### src/rtl/ifmap_fifo.sv
// ifmap_fifo: FWFT ifmap buffer behind the decompressor, with layer drain/done tracking.
// Define IFMAP_FIFO_STATS_EN to add the max_count / stall_cycles statistics ports.
module ifmap_fifo #(
    parameter int DATA_W      = 64,
    parameter int DEPTH       = 16,
    parameter int AFULL_SLACK = 2
) (
    input  logic                    clk,
    input  logic                    rst_n,
    input  logic                    start,
    input  logic                    layer_done,
    input  logic                    packet_valid,
    input  logic [DATA_W-1:0]       packet_data,
    output logic                    ifmap_buffer_req,
    input  logic                    rd_en,
    output logic [DATA_W-1:0]       rd_data,
    output logic                    rd_valid,
    output logic [$clog2(DEPTH):0]  count,
`ifdef IFMAP_FIFO_STATS_EN
    output logic [$clog2(DEPTH):0]  max_count,
    output logic [31:0]             stall_cycles,
`endif
    output logic                    fifo_done
);

    localparam int AW = $clog2(DEPTH);
    localparam int CW = AW + 1;
    localparam logic [CW-1:0] AFULL_LVL = CW'(DEPTH - AFULL_SLACK);

    localparam logic [1:0] IDLE  = 2'd0;
    localparam logic [1:0] RUN   = 2'd1;
    localparam logic [1:0] DRAIN = 2'd2;
    localparam logic [1:0] DONE  = 2'd3;

    logic [1:0]        state;
    logic [1:0]        state_nxt;
    logic [AW-1:0]     wr_ptr;
    logic [AW-1:0]     rd_ptr;
    logic [CW-1:0]     count_nxt;
    logic [DATA_W-1:0] mem [DEPTH];
    logic              push;
    logic              pop;

    assign ifmap_buffer_req = (state == RUN) && (count < AFULL_LVL);
    assign rd_valid         = (count != '0);
    assign fifo_done        = (state == DONE);
    assign rd_data          = rd_valid ? mem[rd_ptr] : '0;

    // start flushes the buffer, so it suppresses any same-cycle push or pop
    assign push = packet_valid && ifmap_buffer_req && !start;
    assign pop  = rd_en && rd_valid && !start;

    always_comb begin
        count_nxt = count;
        if (push && !pop) begin
            count_nxt = count + 1'b1;
        end else if (pop && !push) begin
            count_nxt = count - 1'b1;
        end
    end

    always_comb begin
        state_nxt = state;
        case (state)
            IDLE:  state_nxt = IDLE;
            RUN:   if (layer_done) state_nxt = (count == '0) ? DONE : DRAIN;
            DRAIN: if (count == '0) state_nxt = DONE;
            DONE:  state_nxt = IDLE;
            default: state_nxt = IDLE;
        endcase
        if (start) begin
            state_nxt = RUN;
        end
    end

    always_ff @(posedge clk or negedge rst_n) begin
        if (!rst_n) begin
            state  <= IDLE;
            wr_ptr <= '0;
            rd_ptr <= '0;
            count  <= '0;
        end else begin
            state <= state_nxt;
            if (start) begin
                wr_ptr <= '0;
                rd_ptr <= '0;
                count  <= '0;
            end else begin
                if (push) wr_ptr <= wr_ptr + 1'b1;
                if (pop)  rd_ptr <= rd_ptr + 1'b1;
                count <= count_nxt;
            end
        end
    end

    always_ff @(posedge clk) begin
        if (push) begin
            mem[wr_ptr] <= packet_data;
        end
    end

`ifdef IFMAP_FIFO_STATS_EN
    always_ff @(posedge clk or negedge rst_n) begin
        if (!rst_n) begin
            max_count    <= '0;
            stall_cycles <= '0;
        end else if (start) begin
            max_count    <= '0;
            stall_cycles <= '0;
        end else begin
            if (count_nxt > max_count) begin
                max_count <= count_nxt;
            end
            if ((state == RUN) && packet_valid && !ifmap_buffer_req &&
                (stall_cycles != '1)) begin
                stall_cycles <= stall_cycles + 1'b1;
            end
        end
    end
`endif

endmodule
### config.mk
export PLATFORM = sky130hd
export DESIGN_NAME = ifmap_fifo
export DESIGN_NICKNAME = d
export VERILOG_FILES = /design/src/rtl/ifmap_fifo.sv
export SDC_FILE = /design/constraint.sdc
export NUM_CORES = 1
export LEC_CHECK = 0
export ABC_AREA = 0
export BUFFER_PORTS_ARGS = -buffer_cell sky130_fd_sc_hd__buf_4
export CAP_MARGIN = 0
export CORE_MARGIN = 1.5
export CORE_UTILIZATION = 48
export DETAILED_ROUTE_END_ITERATION = 16
export HOLD_SLACK_MARGIN = 0.05
export PLACE_DENSITY = 0.74
export SLEW_MARGIN = 30
export SYNTH_ARGS = -nofsm -noshare
export SYNTH_HDL_FRONTEND = slang
export SYNTH_SLANG_ARGS = --single-unit
### constraint.sdc
create_clock -name clk -period 4.8 [get_ports clk]
set_clock_uncertainty 0.2 [all_clocks]
set_input_delay 0.96 -clock clk [delete_from_list [all_inputs] [get_ports clk]]
set_output_delay 0.96 -clock clk [all_outputs]
set_load 0.02 [all_outputs]
==> impl_metrics.yaml <==
cts:
  ctsResizeCount: 0
  cts_buffers: 100
  worstSkewPairLatency_ps: 650
  root_buffer: "clkbuf_16"
  clock_path_buffers: 3
  tritoncts: "yes"
  cts.sink_count: 1039
  clk_pin_slew_ps: 60
  htreeDepth: 3
  cts_post_setup_buffers_inserted: 0
hold_path:
  min_path_type: "in2reg"
  min-delay-start: "packet_data[33]"
floorplanning:
  die_height_um: 290.7
  dieArea_sq_um: 84510
  ios: 142
  core_area_sq_um: 81980
  num_rows: 105
  floorplan.initialDensity_pct: 48.47
  die_width_um: 290.7
place:
  placed_cells: 2866
  placed_area_sq_um: 42690
  place.gp.congestion: 0.7406
  numPortBuffers: 141
  dp_hpwl_mm: 44.67
worst_setup_path:
  cp.arrival_ps: 3270
  ff2ff_setup_slack_ps: 1490
  cp-end-kind: "primary output"
  crit_top_cell: "buf_4"
  timing_worst_setup_path_type: "reg2out"
  slowest_stage: "nand2_4"
  crit_required_ps: 3640
  cp-start-kind: "flop"
  slowest_delay_ps: 620
  crit_fanout: 36
  rr_startpoint: "state[1]$_DFFE_PN0P_"
  critPathLaunch: "count[3]$_DFFE_PN0P_"
  path_cells: "nor3_1, nand2_1, nand2_4, buf_4, o22ai_1, buf_4"
global_routing:
  grt_pass1_vias: 19380
  grt_antenna_before_repair: 7
  grt_pass1_wl_mm: 125.0
  grt.overflow.total: 0
  grtUsageTotal_pct: 19.97
  grt_max_degree: 65
route:
  vias: 18010
  drt_wl_total_mm: 82.82
  wl_per_cell_um: 27.13
  drtPass1Iterations: 5
  drt-initial-drc-count: 1661
  antenna_left: 0
  drt_drc_violations_left: 0
  drt-vias-per-instance: 5.900
synth:
  synth_async_sr_flop_share_pct: 1.444
  synth_nets: 1764
  synth_top_area_share_pct: 77.39
  synth_edf_count: 1024
  synth_area_leaders: "edfxtp_1, mux4_2, mux2i_1"
  yosys_warnings: 0
  ys_seq_elements: 1039
  synth.distinct_cells: 39
  netlist_area_sq_um: 39730
  ys_seq_area_share_pct: 78.34
  ys.flop_type: "edfxtp_1"
  synth.avg_cell_area_sq_um: 23.64
  syn_inst: 1681
  post-synth-top-area-cell: "edfxtp_1"
layout:
  fin_cells: 3053
  areaGrowthSynthToFinish_pct: 15.88
  drive_above_1_share_pct: 31.80
  fin_nets: 1982
  fill_cells: 5887
  final_cell_area_sq_um: 46040
pwr:
  power.leakage_nw: 14.11
  vdd.ir_drop.worst_v: 0.0003228
  powerDensity_nw_per_um2: 512.0
sta:
  hold_viol_final: 0
  post-route-min-period_ps: 4433
  report.final.slew_viol_count: 0
  setup_tns_ps: 0
  fmax_mhz: 225.6
  tightest_slew_ps: 881.0
  setup_violations: 0
  maxSlewHeadroom_pct: 41.13
  min_period_over_period_pct: 92.35
  rsz0062_at_grt: "no"
outcome:
  status: "complete, no violations"
flow_run:
  maxCapViolations: 0
==> state kept, by name, summed over array words and instances, names as in the netlist <==
name    count
count       5
state       2
mem      1024
rd_ptr      4
wr_ptr      4
==> cell usage after synthesis (2+ instances only) <==
| master | count |
|---|---|
| buf_1 | 7 |
| nand2b_1 | 2 |
| buf_4 | 18 |
| a21oi_1 | 6 |
| o22ai_1 | 64 |
| a211oi_1 | 2 |
| or3_1 | 2 |
| nor2_1 | 32 |
| clkbuf_1 | 24 |
| edfxtp_1 | 1024 |
| xnor2_1 | 2 |
| mux4_2 | 256 |
| dfrtp_1 | 15 |
| nand2_1 | 10 |
| mux2i_1 | 132 |
| buf_2 | 39 |
| ha_1 | 12 |
| nand3_1 | 4 |
| xor2_1 | 5 |
| inv_1 | 6 |
==> area by class of cell <==
| class | count | area, sq um | area share [%] |
|---|---|---|---|
| Sequential cell | 1039 | 31140 | 67.63 |
| Multi-Input combinational cell | 548 | 8273 | 17.97 |
| Clock buffer | 118 | 2591 | 5.628 |
| Timing Repair Buffer | 204 | 1934 | 4.201 |
| Tap cell | 1070 | 1339 | 2.908 |
| Clock inverter | 66 | 739.5 | 1.606 |
| Inverter | 6 | 22.52 | 0.04892 |
| Antenna cell | 2 | 5.005 | 0.01087 |
==> kinds of logic after synthesis <==
group | count (synthesis) | share of synthesized area [%]
XOR/XNOR | 8 | 0.1953
adder cells (fa/ha/maj) | 13 | 0.4283
flip-flops | 1039 | 78.34
AND/OR/NAND/NOR | 59 | 0.6960
buffers and inverters | 94 | 1.181
AO/OA/AOI/OAI | 79 | 1.297
multiplexers | 389 | 17.86
==> what timing repair did <==
action | CTS | global route
endpoints found under the hold margin | 15 | 0
endpoints found under the setup margin | 0 | 0
hold buffers | 1 | 0
==> where the power goes <==
| group | switching, mW | total (mW) | internal [mW] |
|---|---|---|---|
| registers | 0.159 | 10.3 | 10.1 |
| logic | 2.76 | 5.36 | 2.60 |
| clock network | 3.27 | 7.94 | 4.67 |
==> per-stage QoR <==
stage                     worst slack, ps  power [mW]  utilization [%]  hold WS (ps)
after global routing                230.4       24.45            56.16         396.8
after global placement               1040       15.85            52.08         364.4
after floorplan                    -313.3       14.12                -         334.8
after detailed placement             1065       15.93            52.08         401.6
after CTS                           359.4       23.84            56.16         363.3
final                               367.3       23.57            56.16         393.0
==> cell usage in the layout, fill, tap and decap left out, types with 2 or more instances in the layout <==
| cell type | instances |
|---|---|
| edfxtp_1 | 1024 |
| mux4_2 | 256 |
| buf_4 | 171 |
| mux2i_1 | 132 |
| clkbuf_16 | 101 |
| o22ai_1 | 64 |
| buf_12 | 32 |
| clkinv_1 | 24 |
| clkbuf_1 | 17 |
| nor2_1 | 16 |
| nor2_4 | 16 |
| bufinv_16 | 15 |
| ha_1 | 12 |
| clkinv_2 | 12 |
| dfrtp_1 | 12 |
| nand2_1 | 9 |
| inv_1 | 6 |
| a21oi_1 | 6 |
| clkinvlp_4 | 6 |
| xor2_1 | 5 |
| inv_6 | 5 |
| nand3_1 | 4 |
| dfrtp_4 | 3 |
| diode_2 | 2 |
| or3_1 | 2 |
| xnor2_1 | 2 |
| a211oi_1 | 2 |
| nand2b_4 | 2 |
| clkinv_8 | 2 |
| clkinv_4 | 2 |
==> worst max-delay path, delay by kind of cell, from the launching register on <==
| kind | cells | cell delay, ps |
|---|---|---|
| AO/OA/AOI/OAI | 1 | 270 |
| buffers and inverters | 2 | 650 |
| flip-flops | 1 | 470 |
| AND/OR/NAND/NOR | 3 | 1190 |
==> per-layer routing <==
layer  track usage [%]  vias to the layer above  part of all wire [%]
li1                  -                     7624                     -
met1             26.17                     9646                    39
met4             5.517                       10                   1.8
met5                 0                        -                 0.081
met3             3.571                      125                   6.4
met2             34.50                      609                    52
==> final timing paths <==
kind / depth (start not counted) / end
setup / recovery: 6 / rd_data[0]
hold / removal: 1 / mem[1][33]$_DFFE_PP_
setup reg to reg: 12 / count[4]$_DFFE_PN0P_
hold reg to reg: 2 / rd_ptr[3]$_DFFE_PN0P_
max in group asynchronous: 2 / rd_ptr[0]$_DFFE_PN0P_
min in group asynchronous: 2 / wr_ptr[3]$_DFFE_PN0P_
Note: power is estimated with default switching activity, not from simulation.
